$ cat src/rtl/kbuf_pkg.sv
// Kernel-buffer load geometry and FSM encoding, shared by
// the stream loader and the buffer wrapper.
package kbuf_pkg;

    localparam int DATALEN   = 64;
    localparam int NKERNBEAT = 512;
    localparam int NSELBEAT  = 128;
    localparam int SELLEN    = 5;
    localparam int NSELPB    = 8;
    localparam int SELW      = SELLEN * NSELPB;
    localparam int KCNTW     = $clog2(NKERNBEAT);
    localparam int SCNTW     = $clog2(NSELBEAT);

    typedef enum logic [1:0] {
        IDLE,
        KERN,
        SEL,
        DONE
    } kstate_e;

    function automatic logic [DATALEN-1:0] sel_pack(
        input logic [DATALEN-1:0] d
    );
        logic [DATALEN-1:0] r;
        r = '0;
        r[SELW-1:0] = d[SELW-1:0];
        return r;
    endfunction

endpackage

$ cat src/rtl/buf_kernel_loader.sv
// Streams one kernel-buffer load (kernel beats then select beats)
// from a valid/ready source into the buffer write port.
module buf_kernel_loader
    import kbuf_pkg::*;
(
    input  logic               clk,
    input  logic               rstn,
    input  logic               start,
    input  logic               buf_busy,
    input  logic               s_valid,
    output logic               s_ready,
    input  logic [DATALEN-1:0] s_data,
    output logic               invalid,
    output logic               iskern,
    output logic               issel,
    output logic [DATALEN-1:0] indata,
    output logic               busy,
    output logic               done
);

    localparam logic [KCNTW-1:0] KLAST = KCNTW'(NKERNBEAT - 1);
    localparam logic [SCNTW-1:0] SLAST = SCNTW'(NSELBEAT - 1);

    kstate_e            state_q, state_d;
    logic [KCNTW-1:0]   kcnt_q, kcnt_d;
    logic [SCNTW-1:0]   scnt_q, scnt_d;
    logic               vld_q, vld_d;
    logic               kern_q, kern_d;
    logic               sel_q, sel_d;
    logic [DATALEN-1:0] data_q, data_d;
    logic               acc;

    always_ff @(posedge clk or negedge rstn) begin
        if (!rstn) begin
            state_q <= IDLE;
            kcnt_q  <= '0;
            scnt_q  <= '0;
            vld_q   <= 1'b0;
            kern_q  <= 1'b0;
            sel_q   <= 1'b0;
            data_q  <= '0;
        end else begin
            state_q <= state_d;
            kcnt_q  <= kcnt_d;
            scnt_q  <= scnt_d;
            vld_q   <= vld_d;
            kern_q  <= kern_d;
            sel_q   <= sel_d;
            data_q  <= data_d;
        end
    end

    always_comb begin
        state_d = state_q;
        kcnt_d  = kcnt_q;
        scnt_d  = scnt_q;
        s_ready = ((state_q == KERN) || (state_q == SEL)) && !buf_busy;
        acc     = s_valid && s_ready;
        vld_d   = acc;
        kern_d  = acc && (state_q == KERN);
        sel_d   = acc && (state_q == SEL);
        data_d  = data_q;
        case (state_q)
            IDLE: begin
                if (start) state_d = KERN;
            end
            KERN: begin
                if (acc) begin
                    data_d = s_data;
                    if (kcnt_q == KLAST) begin
                        kcnt_d  = '0;
                        state_d = SEL;
                    end else begin
                        kcnt_d = kcnt_q + 1'b1;
                    end
                end
            end
            SEL: begin
                if (acc) begin
                    data_d = sel_pack(s_data);
                    if (scnt_q == SLAST) begin
                        scnt_d  = '0;
                        state_d = DONE;
                    end else begin
                        scnt_d = scnt_q + 1'b1;
                    end
                end
            end
            DONE: begin
                state_d = IDLE;
            end
            default: begin
                state_d = IDLE;
            end
        endcase
    end

    // Write strobes are single-cycle: vld_q is recomputed every edge.
    assign invalid = vld_q;
    assign iskern  = kern_q;
    assign issel   = sel_q;
    assign indata  = data_q;
    assign busy    = (state_q != IDLE);
    assign done    = (state_q == DONE);

endmodule

$ cat config.mk
export PLATFORM = sky130hd
export DESIGN_NAME = buf_kernel_loader
export DESIGN_NICKNAME = d
export VERILOG_FILES = /design/src/rtl/kbuf_pkg.sv /design/src/rtl/buf_kernel_loader.sv
export SDC_FILE = /design/constraint.sdc
export NUM_CORES = 1
export LEC_CHECK = 0
export BUFFER_PORTS_ARGS = -buffer_cell sky130_fd_sc_hd__buf_2
export CORE_ASPECT_RATIO = 0.75
export CORE_MARGIN = 1
export CORE_UTILIZATION = 48
export CTS_CLUSTER_DIAMETER = 100
export DETAILED_ROUTE_END_ITERATION = 8
export PLACE_DENSITY = 0.82
export SYNTH_ARGS = -nofsm -noshare
export SYNTH_HDL_FRONTEND = slang
export SYNTH_SLANG_ARGS = --single-unit
$ cat constraint.sdc
create_clock -name clk -period 3.1 [get_ports clk]
set_input_delay 0 -clock clk [delete_from_list [all_inputs] [get_ports clk]]
set_output_delay 0 -clock clk [all_outputs]
set_load 0.005 [all_outputs]
==> reports/qor.yml, run 1 <==
timing:
  tns_ps: 0
  rsz0062_at_grt: "no"
  finalSetupViolCount: 0
  relSlewSlack_pct: 30.9
  hold_violations: 0
  finClkSkew_ps: 6.85
  max_slew.worst_pin.slew_ps: 1040
  max_freq_mhz: 417
  period_needed_ps: 2400
  drv_slew: 0
  min_period_over_period_pct: 77.4
synthesis:
  syn-cell-area_mm2: 0.00344
  synth_flop_cell: "dfrtp_1"
  synth_nets: 326
  synth.distinct_cells: 39
  ys_seq_area_share_pct: 61.8
  postSynthCellCount: 250
  avgSynthCellArea_um2: 13.8
  yosys_warnings: 0
  synth_async_sr_flop_share_pct: 100
  synth_edf_count: 0
  synth-seq-cells: 85
global_route:
  grt_max_degree: 86
  track_usage_pct: 23.2
  overflow: 0
  grt_pass1_vias: 2684
  grt_antenna_before_repair: 0
  grt_pass1_wl_um: 13100
placed_design:
  dp.cells: 478
  hpwl_um: 4880
  place.gp.congestion: 0.864
  io_buffers: 138
layout:
  final_cells: 562
  n_antenna_cell: 0
  fillers: 449
  final_cell_mix: "137 x buf_2, 85 x dfrtp_1, 68 x dlygate4sd3_1"
  layout_commonest_cell: "buf_2"
  syn_to_final_growth_pct: 46.4
  drive_above_1_share_pct: 44.2
  multi_input_area_mm2: 0.00120
  utilization_pct: 73.5
  regArea_mm2: 0.00213
  layout.nets: 535
clock_tree:
  clock_latency_ps: 350
  cts_setup_buffers: 0
  cts_buffers: 9
  cts_resized: 0
  cts.sinks: 85
  cts_tree: "done"
  clock_path_buffers: 2
  clk_pin_slew_ps: 90
  cts_hold_buffers: 68
  htree_levels: 3
  root_buffer: "clkbuf_8"
drt:
  wire_per_inst_um: 15.5
  viasPerCell: 4.96
  ant_nets: 0
  drc: 0
  drtPass1Iterations: 4
  wl_um: 8740
  drt_iter0_drc: 114
  vias: 2788
die:
  io-pin-count: 139
  die_y_um: 75.4
  initial_core_util_pct: 50.2
  dieArea_mm2: 0.00752
  die_w_um: 99.8
  coreArea_mm2: 0.00686
  rows: 26
pwr:
  power_density_mw_per_mm2: 498
  peakVddDrop_mv: 0.246
  power_leakage_uw: 0.00250
setup_path:
  worstSetupPathType: "reg -> reg"
  crit_arrival_ps: 2680
  timing.rr.start: "state_q[0]"
  r2r_setup_slack_ps: 700
  crit_path_start: "state_q[0]"
  worstSetupEndpointType: "flop"
  cp_max_fo: 24
  crit_required_ps: 3380
  reg2reg_depth: 7
  startpoint_type: "flop"
outcome:
  status: "finished, final reports clean"
job:
  cap_violations: 0
worst_hold_path:
  worstHoldStart: "start"
  hp-class: "in -> reg"
  min_path_cells: 3
per-stage QoR:
stage / hold WS [ps] / power (µW) / cell area, µm² / setup WS [ps]
detailed placement: 224 / 1750 / 4190 / 749
global placement: 216 / 1720 / 4190 / 832
floorplan: -296 / 1530 / 3440 / 917
finish: 89.2 / 2510 / 5040 / 701
global route: 92.3 / 2650 / 5040 / 515
CTS: 62.2 / 2520 / 5040 / 710
path summary, 6_finish.rpt:
| path | endpoint |
|---|---|
| hold / removal | state_q[1] |
| setup reg to reg | indata[50] |
| setup / recovery | indata[50] |
| hold reg to reg | scnt_q[6] |
| min in group asynchronous | indata[16] |
| max in group asynchronous | invalid |
worst max-delay path, stage by stage (launching register included):
cell and delay (ps):
dfrtp_1 400, inv_1 90, ha_1 350, and2b_4 200, nand3_4 110, inv_2 90
nor2_2 790, a22o_1 290
synth_stat cells (2+ instances only):
library cell / count / area (µm²)
buf_6: 6 / 67.6
o21ai_0: 15 / 75.1
inv_2: 2 / 7.51
nand4_1: 3 / 18.8
buf_4: 2 / 15.0
nor2_2: 2 / 12.5
mux2_1: 3 / 33.8
ha_1: 7 / 87.6
xnor2_1: 2 / 17.5
clkbuf_1: 2 / 7.51
a22o_1: 24 / 210
a21o_1: 2 / 15.0
dfrtp_1: 85 / 2130
nor2_1: 8 / 30.0
mux2_2: 37 / 417
and3_1: 4 / 25.0
inv_1: 5 / 18.8
nand2_1: 17 / 63.8
o31ai_1: 4 / 30.0
routing by layer:
metal | routed length, µm | track usage (%) | vias to the layer above
li1 | - | - | 1306
met1 | 3750 | 29.4 | 1350
met2 | 4220 | 39.2 | 118
met3 | 632 | 6.79 | 14
met4 | 128 | 7.35 | 0
met5 | 0 | 0 | -
cell type report:
cell class / count / share of cell area, %
clock buffer: 9 / 2.46
clock inverter: 7 / 1.02
inverter: 7 / 0.521
multi-input combinational: 147 / 23.7
sequential: 85 / 42.2
tap: 98 / 2.43
timing repair buffer: 209 / 27.7
logic make-up (layout without fill, tap and decap cells):
| group | count (synthesis) | after routing | synth area share [%] |
|---|---|---|---|
| flops | 85 | 85 | 61.8 |
| compound gates | 51 | 51 | 10.8 |
| simple gates | 45 | 45 | 7.08 |
| mux | 41 | 41 | 13.5 |
| buf+inv | 18 | 232 | 3.52 |
| fa+ha+maj | 7 | 7 | 2.54 |
| xor+xnor | 3 | 3 | 0.763 |
sequential cells by signal, indices dropped and copies added, names as in the netlist:
name / flops
iskern: 1
issel: 1
invalid: 1
kcnt_q: 9
state_q: 2
indata: 64
scnt_q: 7
report_power, final:
part	switching, µW	total, µW	leakage, µW	internal (µW)
logic	193	471	0.00137	278
clock network	414	708	0.0000856	294
registers	85.2	1330	0.00105	1250
(Power assumes the default switching activity.)
==> inputs of run 2 (changes only) <==
--- a/config.mk
+++ b/config.mk
@@ -8,10 +8,10 @@
 export BUFFER_PORTS_ARGS = -buffer_cell sky130_fd_sc_hd__buf_2
 export CORE_ASPECT_RATIO = 0.75
 export CORE_MARGIN = 1
-export CORE_UTILIZATION = 48
+export CORE_UTILIZATION = 43
 export CTS_CLUSTER_DIAMETER = 100
 export DETAILED_ROUTE_END_ITERATION = 8
-export PLACE_DENSITY = 0.82
+export PLACE_DENSITY = 0.78
 export SYNTH_ARGS = -nofsm -noshare
 export SYNTH_HDL_FRONTEND = slang
 export SYNTH_SLANG_ARGS = --single-unit
==> constraint.sdc (replaced) <==
create_clock -name clk -period 2.1 [get_ports clk]
set_input_delay 0 -clock clk [delete_from_list [all_inputs] [get_ports clk]]
set_output_delay 0 -clock clk [all_outputs]
set_load 0.005 [all_outputs]
==> run 2 against run 1 <==
  * First-iteration DRC count is 8.8% lower
  * Non-clock buffer count is 8 higher
  * Clock skew is 1.0 ps higher
  * Power is 49% higher
  * Critical path type unchanged
  * Largest cell class unchanged
  * Via count is 2.2% higher
  * Hold slack worse by 74 ps
  * Fmax is 18% higher
  * Cell area is 2.9% higher
  * Routed wire length is 2.1% higher
==> reports/qor.yml, run 2 (synthesis gave the netlist of run 1 again) <==
outcome:
  status: "finished, final reports clean"
timing:
  finalSetupViolCount: 0
  period_needed_ps: 2040
  min_period_over_period_pct: 96.9
  max_freq_mhz: 491
  hold_violations: 0
  finClkSkew_ps: 7.87
  max_slew.worst_pin.slew_ps: 551
  relSlewSlack_pct: 63.2
  rsz0062_at_grt: "no"
  drv_slew: 0
  tns_ps: 0
worst_hold_path:
  hp-class: "in -> reg"
die:
  initial_core_util_pct: 45.7
  coreArea_mm2: 0.00753
  die_w_um: 105
  dieArea_mm2: 0.00838
  die_y_um: 79.5
  rows: 27
  io-pin-count: 139
setup_path:
  critPathMostFrequentCell: "and3_4"
  cp_slowest_cell: "dfrtp_1"
  worstSetupPathType: "reg -> reg"
  cp_num_buf_inv: 1
  worstSetupEndpointType: "flop"
  critPathTopFamily: "simple AND/OR/NAND/NOR gates"
  slowest_delay_ps: 400
  crit_chain: "ha_2 -> and3_4 -> and3_4 -> and3_4 -> ha_4 -> buf_4 -> or2_2 -> o31ai_2"
  crit_required_ps: 2350
  cp_max_fo: 4
  crit_arrival_ps: 2290
  startpoint_type: "flop"
clock_tree:
  clock_latency_ps: 340
  clock_path_buffers: 2
  root_buffer: "clkbuf_8"
  clk_pin_slew_ps: 90
  cts.sinks: 85
  cts_tree: "done"
  cts_buffers: 9
  htree_levels: 3
drt:
  drc: 0
  ant_nets: 0
  vias: 2849
  drt_iter0_drc: 104
  viasPerCell: 4.96
  drtPass1Iterations: 4
  wire_per_inst_um: 15.5
  wl_um: 8920
global_route:
  grt_antenna_before_repair: 0
  grt_pass1_vias: 2933
  grt_pass1_wl_um: 14000
  overflow: 0
  grt_max_degree: 51
  track_usage_pct: 21.5
pwr:
  peakVddDrop_mv: 0.411
  power_density_mw_per_mm2: 722
  power_leakage_uw: 0.00256
  power_uw: 3750
layout:
  syn_to_final_growth_pct: 50.6
  layout_commonest_cell: "buf_2"
  final_cell_mix: "137 x buf_2, 85 x dfrtp_1, 65 x dlygate4sd3_1"
  drive_above_1_share_pct: 48.0
  largest_reg_flops: 64
  layout.nets: 544
  n_antenna_cell: 0
placed_design:
  hpwl_um: 5150
  place.gp.congestion: 0.815
  io_buffers: 138
job:
  cap_violations: 0
-- run 2: cell count changes in the layout (fill, tap and decap cells not counted), moves of 2 or more --
cell and change:
ha_1 -2, dlygate4sd3_1 -3, buf_4 +9, and3_4 +3, and3_1 -3, buf_12 +2
-- run 2: final cells by class --
type                       instances  area, µm²
multi-input combinational        148       1250
tap                              101        126
clock inverter                     6       43.8
sequential                        85       2130
timing repair buffer             217       1470
fill                             528       2340
clock buffer                      10        138
inverter                           7       26.3
-- run 2: path summary, 6_finish.rpt --
check                           from          to  slack, ps  depth (start not counted)
max in group asynchronous       rstn   scnt_q[5]       1310                          3
min in group asynchronous       rstn  indata[21]        170                          2
min reg2reg                scnt_q[6]   scnt_q[6]        480                          1
min                         buf_busy     invalid         10                          3
max reg2reg                kcnt_q[1]   kcnt_q[5]         60                          8
max                        kcnt_q[1]   kcnt_q[5]         60                          8
-- run 2: power by group --
group	total [µW]	internal, µW	switching (µW)	leakage (µW)
clock network	1060	468	587	0.0000930
logic	718	428	291	0.00142
registers	1970	1840	128	0.00105
-- run 2: what timing repair did --
item                                   in CTS  in global routing
gates resized for setup                     4                  6
setup buffers                               1                  1
pin swaps                                   0                  3
endpoints found under the hold margin      99                  0
cloned                                      0                  1
setup endpoints to repair                  26                  9
hold buffers                               65                  0
-- run 2: metrics by stage --
stage | util (%) | worst slack, ps | instance area, µm² | hold slack [ps] | cells
after detailed placement | 57.0 | -144 | 4290 | -14.3 | 490
after CTS | 68.3 | 11.2 | 5150 | 3.81 | 572
after floorplan | - | 8.82 | 3450 | -296 | 250
after global placement | 57.0 | 12.5 | 4290 | -27.1 | 490
after global routing | 68.9 | 5.09 | 5190 | 34.3 | 574
final | 68.9 | 64.8 | 5190 | 15.0 | 574
-- run 2: layer usage --
layer	vias up	routed length, µm	global-route usage, %
met1	1376	3850	27.0
met2	131	4330	36.6
met5	-	0	0
li1	1329	-	-
met4	0	111	4.79
met3	13	637	6.86
-- run 2: worst register-to-register path, stage by stage (launching register included) --
cell     delay [ps]
dfrtp_1         400
ha_2            200
and3_4          180
and3_4          180
and3_4          180
ha_4            160
buf_4           140
or2_2           320
o31ai_2         190
==> inputs of run 3 (changes only) <==
==> config.mk (replaced) <==
export PLATFORM = sky130hd
export DESIGN_NAME = buf_kernel_loader
export DESIGN_NICKNAME = d
export VERILOG_FILES = /design/src/rtl/kbuf_pkg.sv /design/src/rtl/buf_kernel_loader.sv
export SDC_FILE = /design/constraint.sdc
export NUM_CORES = 1
export LEC_CHECK = 0
export CORE_ASPECT_RATIO = 0.75
export CORE_MARGIN = 1
export CORE_UTILIZATION = 56
export CTS_CLUSTER_DIAMETER = 100
export DETAILED_ROUTE_END_ITERATION = 8
export DONT_BUFFER_PORTS = 1
export PLACE_DENSITY = 0.77
export SYNTH_ARGS = -nofsm -noshare
export SYNTH_HDL_FRONTEND = slang
export SYNTH_SLANG_ARGS = --single-unit
==> run 3 against run 2 <==
  * Die area fell by 23%
  * Critical path depth rose by 1
  * Via count fell by 18%
  * Largest cell class unchanged
  * Routed wire length fell by 11%
==> reports/qor.yml, run 3 (synthesis gave the netlist of run 1 again) <==
outcome:
  status: "finished, final reports clean"
job:
  cap_violations: 0
timing:
  tns_ps: 0
  max_freq_mhz: 492
  drv_slew: 0
  max_slew.worst_pin.slew_ps: 565
  finalSetupViolCount: 0
  finClkSkew_ps: 9.14
  hold_violations: 0
  min_period_over_period_pct: 96.8
  period_needed_ps: 2030
  fin_ws_ps: 67.3
  holdWs_ps: 59.2
  rsz0062_at_grt: "yes"
  relSlewSlack_pct: 62.2
setup_path:
  crit_cells: 9
  cp_slowest_cell: "dfrtp_1"
  critPathTopFamily: "simple AND/OR/NAND/NOR gates"
  reg2reg_depth: 9
  worstSetupPathType: "reg -> reg"
  startpoint_type: "flop"
  worstSetupEndpointType: "flop"
  slowest_delay_ps: 390
  cp_max_fo: 4
  crit_chain: "ha_2 -> and3_4 -> and3_4 -> and3_4 -> ha_4 -> inv_2 -> o21ai_2 -> o211ai_1 -> mux2_4"
  cp_num_buf_inv: 1
  crit_arrival_ps: 2270
  crit_required_ps: 2340
  critPathMostFrequentCell: "and3_4"
clock_tree:
  cts_tree: "done"
  root_buffer: "clkbuf_8"
  clock_latency_ps: 340
  cts_buffers: 9
  cts.sinks: 85
  clock_path_buffers: 2
  htree_levels: 3
  clk_pin_slew_ps: 80
global_route:
  grt_pass1_vias: 2368
  track_usage_pct: 25.3
  grt_pass1_wl_um: 12400
  overflow: 0
  grt_max_degree: 86
  grt_antenna_before_repair: 0
layout:
  layout.nets: 407
  syn_to_final_growth_pct: 31.4
  drive_above_1_share_pct: 25.3
  largest_reg_flops: 64
  n_antenna_cell: 0
  layout_commonest_cell: "dfrtp_1"
  final_cell_mix: "85 x dfrtp_1, 68 x dlygate4sd3_1, 37 x mux2_2"
pwr:
  p_sw_uw: 988
  power_leakage_uw: 0.00203
  clkPwrFrac_pct: 34.2
  peakVddDrop_mv: 0.614
  sw_frac_of_total_pct: 26.0
  power_density_mw_per_mm2: 840
  comb_power_share_pct: 12.4
  p_int_uw: 2810
  power_frac_seq_pct: 53.4
drt:
  wl_um: 7900
  drtPass1Iterations: 4
  drt_iter0_drc: 93
  drc: 0
  viasPerCell: 5.63
  vias: 2329
  wire_per_inst_um: 19.1
  ant_nets: 0
worst_hold_path:
  min_path_cells: 3
  hp-class: "in -> reg"
die:
  initial_core_util_pct: 58.5
  dieArea_mm2: 0.00647
  die_y_um: 69.9
  die_w_um: 92.6
  rows: 24
  coreArea_mm2: 0.00589
  io-pin-count: 139
placed_design:
  io_buffers: 0
  place.gp.congestion: 0.846
  hpwl_um: 4610
  preCtsSetupSlack_ps: -118
==> run 3: changes by cell type in the layout (fill, tap and decap cells not counted), sizes merged, moves of 2 or more <==
cell,delta
dlygate4sd3,+3
bufinv,+2
clkinv,-2
inv,+2
buf,-139
==> run 3: timing repair <==
action | in CTS | in global routing
pin swaps | 1 | 2
buffers inserted | 1 | 3
hold buffers | 69 | 0
hold endpoints to repair | 154 | 0
cloned | 0 | 0
gates resized for setup | 6 | 2
endpoints found under the setup margin | 29 | 2
==> run 3: tightest hold or removal path, delay by kind of cell <==
kind          cells  cell delay (ps)
buf+inv           2              210
simple gates      1              150
==> run 3: power by group through the flow <==
| stage | Combinational (µW) | Sequential [µW] | Clock (µW) |
|---|---|---|---|
| 2_1_floorplan | 263 | 2000 | 0 |
| 3_3_place_gp | 278 | 2040 | 0 |
| 3_5_place_dp | 308 | 2050 | 0 |
| 4_1_cts | 456 | 2020 | 1330 |
| 5_1_grt | 516 | 2060 | 1400 |
| 6_report | 472 | 2030 | 1300 |
==> run 3: through the flow <==
stage,instance area (µm²),power [µW],utilization [%],std cells
2_1_floorplan,3450,2260,-,250
3_3_place_gp,3530,2320,59.9,325
3_5_place_dp,3530,2360,59.9,325
4_1_cts,4500,3800,76.4,411
5_1_grt,4530,3970,76.9,414
6_report,4530,3800,76.9,414
==> run 3: final cells by class <==
class / instances / area, µm²
clock inverter: 7 / 103
fill: 354 / 1360
clock buffer: 9 / 124
inverter: 7 / 26.3
multi-input combinational: 147 / 1240
timing repair buffer: 81 / 811
sequential: 85 / 2130
tap: 78 / 97.6
==> run 3: routing by layer <==
metal / global-route usage, % / vias to the layer above / share of wire [%]
met3: 8.50 / 20 / 7.7
met4: 10.2 / 0 / 2.9
met5: 0 / - / 0
li1: - / 1061 / -
met2: 39.8 / 105 / 49
met1: 32.5 / 1143 / 41
==> run 3: worst paths after layout <==
path	startpoint	slack, ps	endpoint
min in group asynchronous	rstn	200	indata[55]
min	s_valid	60	iskern
min reg2reg	scnt_q[6]	470	scnt_q[6]
max	kcnt_q[0]	70	state_q[1]
max reg2reg	kcnt_q[0]	70	state_q[1]
max in group asynchronous	rstn	1580	kcnt_q[1]
